**src/rtl/arm_enc_pkg.sv**
```systemverilog
// Shared types and helpers for the ARM data-processing instruction encoder.
// Holds the request layout, the cmd field constants and the word-packing function.
package arm_enc_pkg;

  typedef enum logic [2:0] {
    OP_ADD = 3'd0,
    OP_SUB = 3'd1,
    OP_AND = 3'd2,
    OP_ORR = 3'd3,
    OP_BIC = 3'd4,
    OP_EOR = 3'd5,
    OP_CMP = 3'd6,
    OP_ILL = 3'd7
  } dp_op_e;

  localparam logic [3:0] CMD_ADD = 4'b0100;
  localparam logic [3:0] CMD_SUB = 4'b0010;
  localparam logic [3:0] CMD_AND = 4'b0000;
  localparam logic [3:0] CMD_ORR = 4'b1100;
  localparam logic [3:0] CMD_BIC = 4'b1110;
  localparam logic [3:0] CMD_EOR = 4'b0001;
  localparam logic [3:0] CMD_CMP = 4'b1010;

  typedef struct packed {
    logic [3:0]  cond;
    logic        s;
    logic        i;
    logic [3:0]  rn;
    logic [3:0]  rd;
    logic [11:0] src2;
    dp_op_e      op;
  } dp_req_t;

  // CMP only sets flags, so S is forced on and the unused Rd field is zeroed.
  function automatic logic [31:0] encode_dp(input dp_req_t req);
    logic [3:0] cmd;
    logic       s_bit;
    logic [3:0] rd;
    cmd   = CMD_AND;
    s_bit = req.s;
    rd    = req.rd;
    case (req.op)
      OP_ADD:  cmd = CMD_ADD;
      OP_SUB:  cmd = CMD_SUB;
      OP_ORR:  cmd = CMD_ORR;
      OP_BIC:  cmd = CMD_BIC;
      OP_EOR:  cmd = CMD_EOR;
      OP_CMP: begin
        cmd   = CMD_CMP;
        s_bit = 1'b1;
        rd    = 4'b0000;
      end
      default: cmd = CMD_AND;
    endcase
    return {req.cond, 2'b00, req.i, cmd, s_bit, req.rn, rd, req.src2};
  endfunction

endpackage

```
**src/rtl/sync_fifo.sv**
```systemverilog
// Single-clock FIFO with synchronous reset and flush; extra pointer bit
// distinguishes full from empty.
module sync_fifo #(
  parameter int WIDTH = 8,
  parameter int DEPTH = 4
) (
  input  logic             clk,
  input  logic             reset,
  input  logic             flush,
  input  logic             push,
  input  logic [WIDTH-1:0] push_data,
  input  logic             pop,
  output logic [WIDTH-1:0] pop_data,
  output logic             full,
  output logic             empty
);

  localparam int PTR_W = $clog2(DEPTH);

  logic [WIDTH-1:0] mem_q [DEPTH];
  logic [PTR_W:0]   wr_ptr_q, wr_ptr_d;
  logic [PTR_W:0]   rd_ptr_q, rd_ptr_d;
  logic             do_push, do_pop;

  assign empty    = (wr_ptr_q == rd_ptr_q);
  assign full     = (wr_ptr_q[PTR_W] != rd_ptr_q[PTR_W]) &&
                    (wr_ptr_q[PTR_W-1:0] == rd_ptr_q[PTR_W-1:0]);
  assign do_push  = push && !full;
  assign do_pop   = pop && !empty;
  assign pop_data = mem_q[rd_ptr_q[PTR_W-1:0]];

  always_comb begin
    wr_ptr_d = wr_ptr_q;
    rd_ptr_d = rd_ptr_q;
    if (flush) begin
      wr_ptr_d = '0;
      rd_ptr_d = '0;
    end else begin
      if (do_push) wr_ptr_d = wr_ptr_q + 1'b1;
      if (do_pop)  rd_ptr_d = rd_ptr_q + 1'b1;
    end
  end

  always_ff @(posedge clk) begin
    if (reset) begin
      wr_ptr_q <= '0;
      rd_ptr_q <= '0;
    end else begin
      wr_ptr_q <= wr_ptr_d;
      rd_ptr_q <= rd_ptr_d;
    end
  end

  always_ff @(posedge clk) begin
    if (!reset && !flush && do_push) mem_q[wr_ptr_q[PTR_W-1:0]] <= push_data;
  end

endmodule

```
**src/rtl/dp_instr_encoder.sv**
```systemverilog
// Packs field-level DP requests into ARM machine words and streams them into
// instruction memory at consecutive word addresses, honouring write backpressure.
module dp_instr_encoder
  import arm_enc_pkg::*;
#(
  parameter int DEPTH     = 4,
  parameter int ADDR_W    = 6,
  parameter int BASE_ADDR = 0
) (
  input  logic              clk,
  input  logic              reset,
  input  logic              clear,
  input  logic              req_valid,
  output logic              req_ready,
  input  logic [2:0]        req_op,
  input  logic [3:0]        req_cond,
  input  logic              req_s,
  input  logic              req_i,
  input  logic [3:0]        req_rn,
  input  logic [3:0]        req_rd,
  input  logic [11:0]       req_src2,
  output logic              wr_valid,
  input  logic              wr_ready,
  output logic [ADDR_W-1:0] wr_addr,
  output logic [31:0]       wr_data,
  output logic [ADDR_W:0]   word_count,
  output logic              wrapped,
  output logic              illegal_op
);

  localparam logic [ADDR_W-1:0] BASE    = ADDR_W'(BASE_ADDR);
  localparam logic [ADDR_W:0]   CNT_MAX = {1'b1, {ADDR_W{1'b0}}};

  dp_req_t req_in, fifo_head;
  logic    fifo_full, fifo_empty, fifo_push, fifo_pop;
  logic    accept, retire, load;

  logic              out_valid_q, out_valid_d;
  logic [31:0]       out_data_q,  out_data_d;
  logic [ADDR_W-1:0] addr_q,      addr_d;
  logic [ADDR_W:0]   count_q,     count_d;
  logic              wrapped_q,   wrapped_d;
  logic              illegal_q,   illegal_d;

  assign req_in = '{cond: req_cond, s: req_s, i: req_i, rn: req_rn, rd: req_rd,
                    src2: req_src2, op: dp_op_e'(req_op)};

  // Intake never bypasses a full FIFO, even when a pop frees a slot this cycle.
  assign req_ready = !fifo_full;
  assign accept    = req_valid && req_ready;
  assign fifo_push = accept && (req_in.op != OP_ILL) && !clear;
  assign retire    = out_valid_q && wr_ready;
  assign load      = !out_valid_q || retire;
  assign fifo_pop  = load && !fifo_empty && !clear;

  sync_fifo #(
    .WIDTH($bits(dp_req_t)),
    .DEPTH(DEPTH)
  ) u_fifo (
    .clk      (clk),
    .reset    (reset),
    .flush    (clear),
    .push     (fifo_push),
    .push_data(req_in),
    .pop      (fifo_pop),
    .pop_data (fifo_head),
    .full     (fifo_full),
    .empty    (fifo_empty)
  );

  always_comb begin
    out_valid_d = out_valid_q;
    out_data_d  = out_data_q;
    addr_d      = addr_q;
    count_d     = count_q;
    wrapped_d   = wrapped_q;
    illegal_d   = illegal_q;
    if (clear) begin
      out_valid_d = 1'b0;
      out_data_d  = '0;
      addr_d      = BASE;
      count_d     = '0;
      wrapped_d   = 1'b0;
      illegal_d   = 1'b0;
    end else begin
      if (retire) begin
        addr_d = addr_q + 1'b1;
        if (addr_q == '1)         wrapped_d = 1'b1;
        if (count_q != CNT_MAX)   count_d   = count_q + 1'b1;
      end
      if (load) begin
        out_valid_d = !fifo_empty;
        if (!fifo_empty) out_data_d = encode_dp(fifo_head);
      end
      if (accept && req_in.op == OP_ILL) illegal_d = 1'b1;
    end
  end

  always_ff @(posedge clk) begin
    if (reset) begin
      out_valid_q <= 1'b0;
      out_data_q  <= '0;
      addr_q      <= BASE;
      count_q     <= '0;
      wrapped_q   <= 1'b0;
      illegal_q   <= 1'b0;
    end else begin
      out_valid_q <= out_valid_d;
      out_data_q  <= out_data_d;
      addr_q      <= addr_d;
      count_q     <= count_d;
      wrapped_q   <= wrapped_d;
      illegal_q   <= illegal_d;
    end
  end

  assign wr_valid   = out_valid_q;
  assign wr_data    = out_data_q;
  assign wr_addr    = addr_q;
  assign word_count = count_q;
  assign wrapped    = wrapped_q;
  assign illegal_op = illegal_q;

endmodule

```
**config.mk**
```make
export PLATFORM = sky130hd
export DESIGN_NAME = dp_instr_encoder
export DESIGN_NICKNAME = d
export VERILOG_FILES = /design/src/rtl/arm_enc_pkg.sv /design/src/rtl/sync_fifo.sv /design/src/rtl/dp_instr_encoder.sv
export SDC_FILE = /design/constraint.sdc
export NUM_CORES = 1
export LEC_CHECK = 0
export CORE_MARGIN = 3
export CORE_UTILIZATION = 55
export DETAILED_ROUTE_END_ITERATION = 10
export PLACE_DENSITY = 0.79
export SLEW_MARGIN = 20
export SYNTH_ARGS = -nofsm -noshare
export SYNTH_HDL_FRONTEND = slang
export SYNTH_HIERARCHICAL = 1
export SYNTH_SLANG_ARGS = --single-unit
```
**constraint.sdc**
```tcl
create_clock -name clk -period 3.6 [get_ports clk]
set_input_delay 0.72 -clock clk [delete_from_list [all_inputs] [get_ports clk]]
set_output_delay 0.72 -clock clk [all_outputs]
set_load 0.05 [all_outputs]
```
# After elaboration in Yosys (flattened, before gate mapping)
# Memory sizes are Yosys's and may differ from the RTL's. A register that Yosys moved wholly into a read port is not among the register bits.
# Cells that the tools add are included.
# word_totals
register_bits,52
ramBits,116
in_bits,34
word_cells,56
memories,1
# op_classes
n_addsub,4
n_eq_ne,12
muxes,7
bitwise_logic,1
reduce_logical,23
# memory_table
memory,depth,width,read_ports,rd_clocked_by_memory_dff,write_ports,line_no,rtl
u_fifo.mem_q,4,29,1,1,1,sync_fifo.sv:20,logic [WIDTH-1:0] mem_q [DEPTH];
# ops
op,n
one-hot mux 4 bit (6 select lines),1
== test 3 bit (second input constant),4
logical AND 1 bit,12
adder 7 x 1 -> 7 bit (second input constant),1
!= test 7 bit (second input constant),1
adder 3 x 1 -> 3 bit (second input constant),2
adder 6 x 1 -> 6 bit (second input constant),1
== test 6 bit (second input constant),1
AND reduction 2 bit,3
zero test 1 bit,5
two-way mux 2 bit,2
two-way mux 4 bit,1
== test 3 x 1 -> 1 bit (second input constant),1
== test 3 x 2 -> 1 bit (second input constant),1
== test 3 bit,1
zero test 3 bit,1
two-way mux 1 bit,3
!= test 3 bit (second input constant),1
== test 2 bit,1
OR reduction 2 bit,1
logical OR 1 bit,1
!= test 1 bit,1
NOT 1 bit,1

# Longest topological paths before layout
# Gate-level depths: netlist (run 1).
# logic_depth
depth_word,10
depth_mapped,9
depth_no_buf,7

# Cells and area by module
# The synthesis (run 1) kept the hierarchy.
# by_module_without_submodules
module,n_inst,cells_each,area_each_um2,seq_area_each_um2
sync_fifo,1,219,4742.0,3643.5
dp_instr_encoder,1,231,1945.6,920.9

# Least setup slack after synthesis (run 1)
# No wires, ideal clock.
# synth_timing
path_type,reg2reg
startpoint,register u_fifo.wr_ptr_q[0]
endpoint,memory u_fifo/mem_q[1][0] in the netlist's numbering (enable)
setup_time_ns,0.389
arrival_ns,2.529
required_ns,3.211
slack_ns,0.682
stages_incl_launch_ff,6
path_buffers,0
synth_period_minus_slack_ns,2.918
path_cell_list,dfxtp_1 -> xnor2_1 -> nand2_1 -> nor2_1 -> nor4b_1 -> and3_1
# synth_between
elab_chain_len,10
# synth_rtl
item,line_no,rtl
start: declaration,sync_fifo.sv:21,"logic [PTR_W:0] wr_ptr_q, wr_ptr_d;"
start signal: assignment,sync_fifo.sv:49,wr_ptr_q <= wr_ptr_d;
== test 2 bit,sync_fifo.sv:27,(wr_ptr_q[PTR_W-1:0] == rd_ptr_q[PTR_W-1:0]);
logical AND 1 bit,sync_fifo.sv:26,assign full = (wr_ptr_q[PTR_W] != rd_ptr_q[PTR_W]) &&
via fifo_full,dp_instr_encoder.sv:35,"logic fifo_full, fifo_empty, fifo_push, fifo_pop;"
zero test 1 bit,dp_instr_encoder.sv:49,assign req_ready = !fifo_full;
logical AND 1 bit,dp_instr_encoder.sv:50,assign accept = req_valid && req_ready;
logical AND 1 bit (2 in series),dp_instr_encoder.sv:51,assign fifo_push = accept && (req_in.op != OP_ILL) && !clear;
via fifo_push,dp_instr_encoder.sv:35,
logical AND 1 bit,sync_fifo.sv:28,assign do_push = push && !full;
logical AND 1 bit,sync_fifo.sv:55,if (!reset && !flush && do_push) mem_q[wr_ptr_q[PTR_W-1:0]] <= push_data;
two-way mux 1 bit,sync_fifo.sv:55,
two-way mux 1 bit (implied by the code),sync_fifo.sv:55,
end: declaration,sync_fifo.sv:20,
# The timed path passes the listed nets, and every way through them passes these cells.

# Final worst setup path (run 1)
# layout_timing
startpoint,register u_fifo.wr_ptr_q[0]
endpoint,output req_ready
# layout_between
elab_chain_len,3
# layout_rtl
item,line_no,rtl
== test 2 bit,sync_fifo.sv:27,
logical AND 1 bit,sync_fifo.sv:26,
via fifo_full,dp_instr_encoder.sv:35,
zero test 1 bit,dp_instr_encoder.sv:49,
end: declaration,dp_instr_encoder.sv:14,"output logic req_ready,"
# The timed path passes the listed nets, and every way through them passes these cells.

==> results of run 1 <==
through the flow:
| stage | instance area (sq um) | utilization, % | power, W |
|---|---|---|---|
| 6_report | 8210 | 70.4 | 0.00404 |
| 5_1_grt | 8210 | 70.4 | 0.00415 |
| 4_1_cts | 8210 | 70.4 | 0.00407 |
| 3_5_place_dp | 7620 | 65.4 | 0.00230 |
| 3_3_place_gp | 7620 | 65.4 | 0.00229 |
| 2_1_floorplan | 6690 | - | 0.00222 |
sequential cells by signal, indices dropped and copies added, names as in the netlist, named ones only:
name,cells
wr_valid,1
wrapped,1
wr_data,30
u_fifo/wr_ptr_q,3
wr_addr,6
u_fifo/mem_q,116
u_fifo/rd_ptr_q,3
word_count,7
illegal_op,1
placed cells by master (no fill, tap or decap), types with 4 or more instances in the layout:
master | synthesis | final
clkbuf_16 | 0 | 17
or3_1 | 4 | 4
ha_1 | 8 | 8
o211ai_1 | 5 | 5
nand4_1 | 8 | 8
a21oi_1 | 39 | 39
and3_1 | 8 | 8
nand3_1 | 30 | 30
clkbuf_8 | 0 | 4
xnor2_1 | 4 | 4
clkdlybuf4s50_1 | 0 | 80
edfxtp_1 | 116 | 116
nand2_1 | 18 | 18
mux4_2 | 29 | 29
buf_4 | 5 | 10
nor2_1 | 10 | 9
inv_1 | 7 | 7
a31oi_1 | 7 | 7
o21ai_0 | 31 | 31
dfxtp_1 | 54 | 53
nor4b_1 | 6 | 6
clkinv_2 | 0 | 5
xor2_1 | 4 | 4
routing by layer:
layer,track usage [%],share of wire (%)
met1,27.3,40
met2,38.3,51
met3,7.25,7.9
met4,6.88,1.1
met5,0,0
power by group:
part           internal (W)  switching, W
Combinational     0.0000614     0.0000914
Sequential          0.00210    0.00000658
Clock               0.00109      0.000694
Total               0.00325      0.000792
Yosys cell counts, types with 2 or more instances:
master / number / area, sq um
a211o_1: 2 / 17.5
a21oi_1: 39 / 195
a31oi_1: 7 / 43.8
and3_1: 8 / 50.1
buf_1: 3 / 11.3
buf_2: 5 / 25.0
buf_4: 5 / 37.5
clkbuf_1: 11 / 41.3
dfxtp_1: 54 / 1080
edfxtp_1: 116 / 3480
ha_1: 8 / 100
inv_1: 7 / 26.3
mux2i_1: 3 / 30.0
mux4_2: 29 / 653
nand2_1: 18 / 67.6
nand2b_1: 2 / 12.5
nand3_1: 30 / 150
nand3b_1: 2 / 15.0
nand4_1: 8 / 50.1
nor2_1: 10 / 37.5
nor2b_1: 2 / 12.5
nor3_1: 3 / 15.0
nor3b_1: 2 / 15.0
nor4b_1: 6 / 52.6
o211ai_1: 5 / 37.5
o21ai_0: 31 / 155
o221a_2: 3 / 33.8
o31ai_1: 2 / 15.0
or3_1: 4 / 25.0
or4_1: 3 / 22.5
xnor2_1: 4 / 35.0
xor2_1: 4 / 35.0
logic make-up (layout without fill, tap and decap cells):
logic type / after synthesis / after routing
AOI/OAI and AO/OA: 92 / 92
xor gates and xnor gates: 8 / 8
adders and majority gates: 8 / 8
buffers and inverters: 32 / 129
DFF: 170 / 170
muxes: 32 / 32
other: 1 / 3
and+or+nand+nor: 107 / 107
tightest hold or removal path, cell delays in order (launching register included):
cell and delay [ns]:
dfxtp_1 0.31, o21ai_0 0.06, a21oi_1 0.06
final cells by class:
| class | instances | area [sq um] | share of cell area [%] |
|---|---|---|---|
| Timing Repair Buffer | 90 | 876 | 10.7 |
| Clock inverter | 8 | 92.6 | 1.13 |
| Multi-Input combinational cell | 249 | 1980 | 24.1 |
| Clock buffer | 24 | 492 | 5.99 |
| Inverter | 7 | 26.3 | 0.320 |
| Tap cell | 143 | 179 | 2.18 |
| Sequential cell | 170 | 4570 | 55.6 |
| Antenna cell | 1 | 2.50 | 0.0305 |
worst max-delay path by stage:
stage | startpoint | end | slack (ns) | cells past startpoint
final | u_fifo/wr_ptr_q[0] | req_ready | 0.33 | 5
after global placement | wr_ready | flip-flop | 0.57 | 6
after CTS | u_fifo/wr_ptr_q[0] | req_ready | 0.33 | 5
after detailed placement | wr_ready | flip-flop | 0.51 | 6
after floorplan | u_fifo/wr_ptr_q[0] | u_fifo/mem_q[1][0] | 0.68 | 5
after global routing | u_fifo/wr_ptr_q[0] | req_ready | 0.17 | 5
==> results.cfg, run 1 <==
[cells_and_area]
n_fill_cell = 780
final_cells = 692
fin_nets = 577
syn2layout_area_growth_pct = 22.8
drive_gt1_share_pct = 14.8

[detailed_routing]
drtPass1Iterations = 4
ant_nets = 0
wl_mm = 14.0
drtIter0Drc = 305
vias_per_cell = 6.06
num_vias = 4192
routedWlPerCell_um = 20.2
drc = 0

[critical_path]
cp-end-kind = output pin
crit_buf_inv = 2
slowest_stage = clkdlybuf4s50_1
crit_type = flip-flop to output pin
worstPathArrival_ns = 2.55
critPathLaunchType = flip-flop
r2r_start = u_fifo/wr_ptr_q[0]
required_ns = 2.88
crit_fanout = 8
rr_worst_depth = 8
regToRegSetupSlack_ns = 0.96
slowest_delay_ns = 0.70
crit_path_cell_trace = xnor2_1 > nand2_1 > nor2_1 > inv_1 > clkdlybuf4s50_1
cpLargestDelayFamily = buffers and inverters

[global_route]
grt_pass1_vias = 4301
grt_pass1_wl_mm = 22.5
overflow = 0
grt_usage_pct = 22.4
grt_antenna_before_repair = 0
grt_max_degree = 31

[sta]
drv_slew = 0
hold_ws_ns = 0.478
slew_headroom_pct = 32.7
worst_slack_ns = 0.325
period_share_pct = 91.0
tns_ns = 0
setup_viol = 0
period_needed_ns = 3.27
worstMarginPinSlew_ns = 1.01
rsz0062_at_grt = false
timing.fmax_mhz = 305
skew_ns = 0.00748
hold_violations = 0

[power_and_ir_drop]
vdd.ir_drop.worst_mv = 0.380
p_leak_nw = 2.62
power_density_nw_per_um2 = 492

[hold_path]
min_path_cells = 2
min_path_type = flip-flop to flip-flop
hp-start = wr_data[0]
min_to = wr_data[0]

[synth]
ys_seq_area_share_pct = 68.3
synth_compound_area_share_pct = 7.76
syn_inst = 450
ys_seq_elements = 170
synthesis.area_sq_um = 6690
synth_top_family_by_area = multiplexers
synth_edf_count = 116
synth.distinct_cells = 46
ys_warn_count = 6
synth_ff_type = edfxtp_1
synthAdderAreaFrac_pct = 1.50
async_flop_share_pct = 0
yosys.area_share.xor_xnor_pct = 1.05
yosys-mux-area-fraction_pct = 10.2
syn-mean-instance-area_sq_um = 14.9
yosys.area_share.simple_pct = 8.89

[clock_network]
cts.clk_slew.worst_paths_ns = 0.06
numCtsBuffers = 17
clk_latency_ns = 0.42
root_buffer = clkbuf_16
cts_tree = built
cts_max_path_buffers = 2
cts_setup_buffers = 0
cts.sinks = 170
ctsResizeCount = 0
htree_levels = 4
postCtsHoldBufs = 0

[placement]
dp_slack_ns = 0.508
post-place-cells = 659
io_buffers = 80
dp_hpwl_mm = 8.69
gp_congestion = 0.861

[floorplanning]
coreArea_sq_um = 11700
die_x_um = 116
num_rows = 39
initial_core_util_pct = 57.3
die_h_um = 116
io_pins = 83
die-area_sq_um = 13500

[status]
outcome = finished clean

[flow_run]
cap_violations = 0
(Power assumes the default switching activity.)
==> run 2: changes to the inputs <==
--- a/config.mk
+++ b/config.mk
@@ -9,7 +9,6 @@
 export CORE_UTILIZATION = 55
 export DETAILED_ROUTE_END_ITERATION = 10
 export PLACE_DENSITY = 0.79
-export SLEW_MARGIN = 20
 export SYNTH_ARGS = -nofsm -noshare
 export SYNTH_HDL_FRONTEND = slang
 export SYNTH_HIERARCHICAL = 1
==> results of run 2 <==
Final layout, timing and power as in run 1 (identical DEF).
==> run 3: changes to the inputs <==
--- a/config.mk
+++ b/config.mk
@@ -8,8 +8,10 @@
 export CORE_MARGIN = 3
 export CORE_UTILIZATION = 55
 export DETAILED_ROUTE_END_ITERATION = 10
+export HOLD_SLACK_MARGIN = 0.08
 export PLACE_DENSITY = 0.79
 export SYNTH_ARGS = -nofsm -noshare
 export SYNTH_HDL_FRONTEND = slang
 export SYNTH_HIERARCHICAL = 1
 export SYNTH_SLANG_ARGS = --single-unit
+export TNS_END_PERCENT = 20
==> results of run 3 <==
Final layout, timing and power as in run 1 (identical DEF).
